==> src/rtl/ram_banked_if.sv <==
// ram_banked_if: request/response bundle for ram_banked.
//   master: drives en, req, rw, addr, data_in, clr; observes the rest.
//   slave : the memory side; drives ready, data_out, rvalid, busy, clr_done.
interface ram_banked_if #(
    parameter int ADDR_W = 8,
    parameter int DATA_W = 8
);
    logic              en;
    logic              req;
    logic              rw;        // 1 = write, 0 = read
    logic [ADDR_W-1:0] addr;
    logic [DATA_W-1:0] data_in;
    logic              clr;
    logic              ready;
    logic [DATA_W-1:0] data_out;
    logic              rvalid;
    logic              busy;
    logic              clr_done;

    modport master (
        output en, req, rw, addr, data_in, clr,
        input  ready, data_out, rvalid, busy, clr_done
    );

    modport slave (
        input  en, req, rw, addr, data_in, clr,
        output ready, data_out, rvalid, busy, clr_done
    );
endinterface

==> src/rtl/ram_banked.sv <==
// ram_banked: single-port synchronous RAM split into 2^BANK_BITS banks,
// bank chosen by the top address bits. Registered read port with rvalid
// strobe, req/ready handshake and a bulk-clear sequencer that zeroes the
// whole array one word per cycle.
//   clk, rst_n : clock, async active-low reset
//   bus        : ram_banked_if.slave (en, req, rw, addr, data_in, clr in;
//                ready, data_out, rvalid, busy, clr_done out)

// One bank: write on we, combinational read gated by re so idle banks
// present zero on their read bus.
module ram_bank #(
    parameter int OFF_W  = 4,
    parameter int DATA_W = 8
) (
    input  logic              clk,
    input  logic              we,
    input  logic              re,
    input  logic [OFF_W-1:0]  off,
    input  logic [DATA_W-1:0] wdata,
    output logic [DATA_W-1:0] rdata
);
    logic [DATA_W-1:0] mem [2**OFF_W];

    // Contents are deliberately not reset.
    always_ff @(posedge clk) begin
        if (we) mem[off] <= wdata;
    end

    assign rdata = re ? mem[off] : '0;
endmodule

module ram_banked #(
    parameter int ADDR_W    = 8,
    parameter int DATA_W    = 8,
    parameter int BANK_BITS = 4
) (
    input  logic         clk,
    input  logic         rst_n,
    ram_banked_if.slave  bus
);
    localparam int NBANK = 1 << BANK_BITS;
    localparam int OFF_W = ADDR_W - BANK_BITS;

    typedef enum logic {IDLE, CLEAR} state_t;

    state_t            state, state_nxt;
    logic [ADDR_W-1:0] cnt, cnt_nxt;
    logic              clr_done_q, clr_done_nxt;
    logic [DATA_W-1:0] data_out_q;
    logic              rvalid_q;

    logic              clearing;
    logic              acc, wr_acc, rd_acc;
    logic [ADDR_W-1:0] mem_addr;
    logic [DATA_W-1:0] mem_wdata;
    logic              mem_we;
    logic [BANK_BITS-1:0] bank_sel;
    logic [OFF_W-1:0]  bank_off;

    logic [NBANK-1:0]             bank_we, bank_re;
    logic [NBANK-1:0][DATA_W-1:0] bank_rdata;

    assign clearing  = (state == CLEAR);
    assign bus.ready = (state == IDLE) && bus.en && !bus.clr;
    assign bus.busy  = clearing;

    assign acc    = bus.req && bus.ready;
    assign wr_acc = acc && bus.rw;
    assign rd_acc = acc && !bus.rw;

    // The sequencer owns the port while clearing; ready is low then, so
    // no user access can collide with it.
    assign mem_addr  = clearing ? cnt : bus.addr;
    assign mem_wdata = clearing ? '0  : bus.data_in;
    assign mem_we    = clearing || wr_acc;
    assign bank_sel  = mem_addr[ADDR_W-1 -: BANK_BITS];
    assign bank_off  = mem_addr[OFF_W-1:0];

    for (genvar b = 0; b < NBANK; b++) begin : g_bank
        assign bank_we[b] = mem_we && (bank_sel == BANK_BITS'(b));
        assign bank_re[b] = rd_acc && (bank_sel == BANK_BITS'(b));

        ram_bank #(.OFF_W(OFF_W), .DATA_W(DATA_W)) u_bank (
            .clk  (clk),
            .we   (bank_we[b]),
            .re   (bank_re[b]),
            .off  (bank_off),
            .wdata(mem_wdata),
            .rdata(bank_rdata[b])
        );
    end

    always_comb begin
        state_nxt    = state;
        cnt_nxt      = cnt;
        clr_done_nxt = 1'b0;
        case (state)
            IDLE: begin
                if (bus.en && bus.clr) begin
                    state_nxt = CLEAR;
                    cnt_nxt   = '0;
                end
            end
            CLEAR: begin
                cnt_nxt = cnt + 1'b1;
                // Last word is written on this edge.
                if (cnt == '1) begin
                    state_nxt    = IDLE;
                    clr_done_nxt = 1'b1;
                end
            end
            default: state_nxt = IDLE;
        endcase
    end

    always_ff @(posedge clk or negedge rst_n) begin
        if (!rst_n) begin
            state      <= IDLE;
            cnt        <= '0;
            clr_done_q <= 1'b0;
            data_out_q <= '0;
            rvalid_q   <= 1'b0;
        end else begin
            state      <= state_nxt;
            cnt        <= cnt_nxt;
            clr_done_q <= clr_done_nxt;
            rvalid_q   <= rd_acc;
            if (rd_acc) data_out_q <= bank_rdata[bank_sel];
        end
    end

    assign bus.data_out = data_out_q;
    assign bus.rvalid   = rvalid_q;
    assign bus.clr_done = clr_done_q;
endmodule

==> src/flat_wrapper.sv <==
// flat-port wrapper written by rule: the top's interface ports become plain ports
module ram_banked_flat 
#(
    parameter int ADDR_W    = 8,
    parameter int DATA_W    = 8,
    parameter int BANK_BITS = 4
)
  (clk, rst_n, bus_en, bus_req, bus_rw, bus_addr, bus_data_in, bus_clr, bus_ready, bus_data_out, bus_rvalid, bus_busy, bus_clr_done);
  ram_banked_if #(.ADDR_W(ADDR_W), .DATA_W(DATA_W)) bus_i ();
  input  logic clk;
  input  logic rst_n;
  input wire logic [$bits(bus_i.en)-1:0] bus_en;
  input wire logic [$bits(bus_i.req)-1:0] bus_req;
  input wire logic [$bits(bus_i.rw)-1:0] bus_rw;
  input wire logic [$bits(bus_i.addr)-1:0] bus_addr;
  input wire logic [$bits(bus_i.data_in)-1:0] bus_data_in;
  input wire logic [$bits(bus_i.clr)-1:0] bus_clr;
  output wire logic [$bits(bus_i.ready)-1:0] bus_ready;
  output wire logic [$bits(bus_i.data_out)-1:0] bus_data_out;
  output wire logic [$bits(bus_i.rvalid)-1:0] bus_rvalid;
  output wire logic [$bits(bus_i.busy)-1:0] bus_busy;
  output wire logic [$bits(bus_i.clr_done)-1:0] bus_clr_done;
  assign bus_i.en = bus_en;
  assign bus_i.req = bus_req;
  assign bus_i.rw = bus_rw;
  assign bus_i.addr = bus_addr;
  assign bus_i.data_in = bus_data_in;
  assign bus_i.clr = bus_clr;
  assign bus_ready = bus_i.ready;
  assign bus_data_out = bus_i.data_out;
  assign bus_rvalid = bus_i.rvalid;
  assign bus_busy = bus_i.busy;
  assign bus_clr_done = bus_i.clr_done;
  ram_banked #(.ADDR_W(ADDR_W), .DATA_W(DATA_W), .BANK_BITS(BANK_BITS)) u_core (.clk(clk), .rst_n(rst_n), .bus(bus_i));
endmodule
==> config.mk <==
export PLATFORM = sky130hd
export DESIGN_NAME = ram_banked_flat
export DESIGN_NICKNAME = d
export VERILOG_FILES = /design/src/rtl/ram_banked_if.sv /design/src/rtl/ram_banked.sv /design/src/flat_wrapper.sv
export SDC_FILE = /design/constraint.sdc
export NUM_CORES = 2
export LEC_CHECK = 0
export ABC_AREA = 1
export CORE_MARGIN = 2
export CORE_UTILIZATION = 45
export CTS_CLUSTER_SIZE = 24
export DETAILED_ROUTE_END_ITERATION = 10
export GPL_TIMING_DRIVEN = 0
export PLACE_DENSITY = 0.74
export SYNTH_ARGS = -nofsm -noshare
export SYNTH_HDL_FRONTEND = slang
export SYNTH_HIERARCHICAL = 1
export SYNTH_SLANG_ARGS = --single-unit
==> constraint.sdc <==
create_clock -name clk -period 8.7 [get_ports clk]
set_clock_uncertainty 0.1 [all_clocks]
set_input_delay 0.87 -clock clk [delete_from_list [all_inputs] [get_ports clk]]
set_output_delay 0.87 -clock clk [all_outputs]
set_load 0.02 [all_outputs]
==> results.cfg <==
[layout]
final_area_um2 = 101000
area.growth.synth_to_final_pct = 13.6
layout-drive-gt1-share_pct = 8.03
fin_nets = 9394
num-fill-cells = 16700

[detailed_routing]
num_vias = 62600
final_routed_drc_violation_total = 0
firstDrtPassIters = 8
met3WireLength_um = 17400
met1_length_um = 90500
post_drt_via_cell_ratio = 5.14
route.antenna.remaining_nets = 0
top_layer_used = met4
drt_first_iter_violations = 6574
routed-wl-met2_um = 105000
routed_wl_um = 222000
wire_per_inst_um = 18.3

[setup_path]
timing.setup.critical_path_class = reg -> reg
critPathBufInv = 7
cpMaxStageDelayCell = buf_1
path_common_cell = nand2_1
cpPeakStageDelay_ns = 0.78
crit_family = simple AND/OR/NAND/NOR gates
largest_driver_fanout_on_the_critical_path = 34
critical_path.startpoint = u_core/bus.busy
cp_arrival_ns = 6.09
critPathLaunchType = flop
timing.critical_path.to_type = flop
worst_ep_required_time_ns = 9.33
r2r_start = u_core/bus.busy

[synth]
top_reg_cell_synth = edfxtp_1
synth_fp_nets = 9088
synth-seq-cells = 2067
synthTopCellsByCount = nand2_1, edfxtp_1, nor2_1, buf_2, nand3_1
postSynthAreaPerCell_um2 = 9.85
post-synth-top-count-cell = nand2_1
synth_enable_flop_cells = 2048
synthDominantAreaCellType = edfxtp_1
synth-seq-area-share_pct = 69.4
ys.warnings.count = 6
syn_inst = 9065
postSynth.asyncResetShare_pct = 0.919
synth.top_cells.by_area = edfxtp_1, nand2_1, nor2_1, buf_2, nand3_1
synth_top_area_share_pct = 68.9
synth_cell_type_count = 31
post_synth_instance_area_um2 = 89300

[timing]
final.setup.worst_slack_ns = 3.24
finalHoldViolations = 0
grt_setup_unrepaired = no
timing.final.max_slew_violations = 8
period_minus_ws_final_ns = 5.46
timing.fmax_mhz = 183
maxSlewHeadroom_pct = -4.56
setup_violations = 0
tightestPinTransition_ns = 1.56
fin_setup_tns_ns = 0
fin_crit_sh_pct = 62.8

[die]
chipWidth_um = 449
die-height_um = 449
row_count = 163
design.portCount = 34
die_area_um2 = 202000
core_area_um2 = 197000
initial_utilization_pct = 45.3

[global_route]
grt-ovfl-total = 0
grt_pass1_wl_um = 340000
pin_count_of_the_biggest_net_entering_global_routing = 38
grtUsageTotal_pct = 21.5
via_count_of_the_first_global_routing_pass = 60700
grt_antenna_before_repair = 1

[pwr]
share_comb_of_total_power_pct = 30.1
power.clock.fraction_pct = 31.1
switchingPower_mw = 10.1
p_sw_share_pct = 35.3
total_power_density_per_cell_area_nw_per_um2 = 282
power.internal_mw = 18.5
seq_power_share_pct = 38.8
p_leak_nw = 42.8
power.ir.vdd_worst_mv = 0.227

[placement]
place_worst_setup_slack_ns = 3.33
port_buffers = 33
place_hpwl_um = 152000
finalWeightedCongestion = 0.928
placed_area_um2 = 94700

[worst_hold_path]
min_from = u_core/cnt[1]
min_path_type = reg -> reg

[clock_tree]
cts.hold.buffers_added = 0
cts_post_setup_buffers_inserted = 0
clkLatencyLatePin_ns = 0.86
clock_sinks = 2067
h-tree-depth = 4
tritoncts = yes
cts-root-to-sink-buffers = 3
cts.clk_slew.worst_paths_ns = 0.07
tritoncts.num_buffers = 196
post_cts_sizing = 0
cts_root_buffer = clkbuf_16

[run_status]
violated_checks = max-capacitance violations, max-slew violations
status = finished with violations

[flow_run]
maxCapViolations = 1
sequential cells by signal, summed over array words and instances (netlist names):
name and flops:
u_core/g_bank.u_bank/mem 2048, u_core/cnt 8, u_core/bus.clr_done 1, u_core/bus.data_out 8, u_core/bus.rvalid 1, u_core/bus.busy 1
final timing paths:
kind / end / cells after the start / slack [ns]
min in group asynchronous: u_core/bus.data_out[4] / 1 / 0.54
max in group asynchronous: u_core/bus.rvalid / 1 / 7.21
hold / removal: u_core/cnt[1] / 1 / 0.48
setup / recovery: u_core/bus.data_out[2] / 25 / 3.24
setup reg to reg: u_core/bus.data_out[2] / 25 / 3.24
hold reg to reg: u_core/cnt[1] / 1 / 0.48
final cells by class:
cell class / instances / area, um2 / area share (%)
sequential: 2067 / 62000 / 61.1
multi-input combinational: 6468 / 24800 / 24.4
clock buffer: 234 / 5180 / 5.11
tap: 2640 / 3300 / 3.26
buffer: 366 / 2030 / 2.01
timing repair buffer: 108 / 1990 / 1.96
clock inverter: 127 / 1540 / 1.52
inverter: 164 / 616 / 0.607
antenna: 2 / 5.00 / 0.00493
power groups by stage:
stage	clock, mW	sequential, mW	combinational (mW)
6_report	8.88	11.1	8.61
2_1_floorplan	0	11.3	5.60
3_3_place_gp	0	11.3	8.29
5_1_grt	9.38	11.1	9.47
4_1_cts	9.00	11.1	8.44
3_5_place_dp	0	11.3	8.37
worst register-to-register path, stage by stage, from the launching register on:
cell and delay, ns:
dfrtp_1 0.37, buf_6 0.15, buf_2 0.21, buf_1 0.78, nand2_1 0.26, nand2_4 0.68, buf_16 0.33, inv_2 0.11
buf_4 0.18, buf_2 0.19, nand2_1 0.09, nand2_1 0.06, nand2_1 0.06, nand2_1 0.06, nand2_1 0.07, nand2_1 0.09
nor2_1 0.35, nor2_1 0.09, nand2_1 0.08, nand2_1 0.13, nand2_1 0.15, nand2_1 0.06, nand2_1 0.06, nand3_1 0.07
nor2_1 0.46, nor2_1 0.09
layer usage:
layer	vias to the layer above	global-route usage, %
met4	0	8.95
met1	29600	28.2
met5	-	0
met2	2567	35.5
li1	29900	-
met3	527	3.64
kinds of logic after synthesis:
kind of cell / synth area share [%]
buf+inv: 2.97
fa+ha+maj: 0.0140
simple gates: 27.5
compound gates: 0.121
flops: 69.4
placed cells by master (no fill, tap or decap), types with 8 or more instances in the layout:
master           count
clkinv_2            33
edfxtp_1          2048
nor2_1             565
inv_2               39
nand3_1            150
inv_1              109
clkinvlp_4          14
nor3_2               9
bufinv_16           32
nor3_1              24
clkbuf_16          200
clkdlybuf4s50_1     33
buf_12              54
buf_4               99
nand2_1           5671
buf_16              21
buf_2              207
or2_2                8
dfrtp_1             19
clkinv_1            49
clkbuf_1            82
nor2_4              11
metrics by stage:
stage               std cells  utilization (%)  hold slack, ns  total power, mW
global placement        11700             47.1           0.438             19.6
detailed placement      11800             48.0           0.452             19.7
finish                  12200             51.4           0.479             28.6
CTS                     12200             51.4           0.474             28.5
floorplan                9065                -           0.413             16.9
global route            12200             51.4           0.483             30.0
Power figures use the tool's default switching activity.
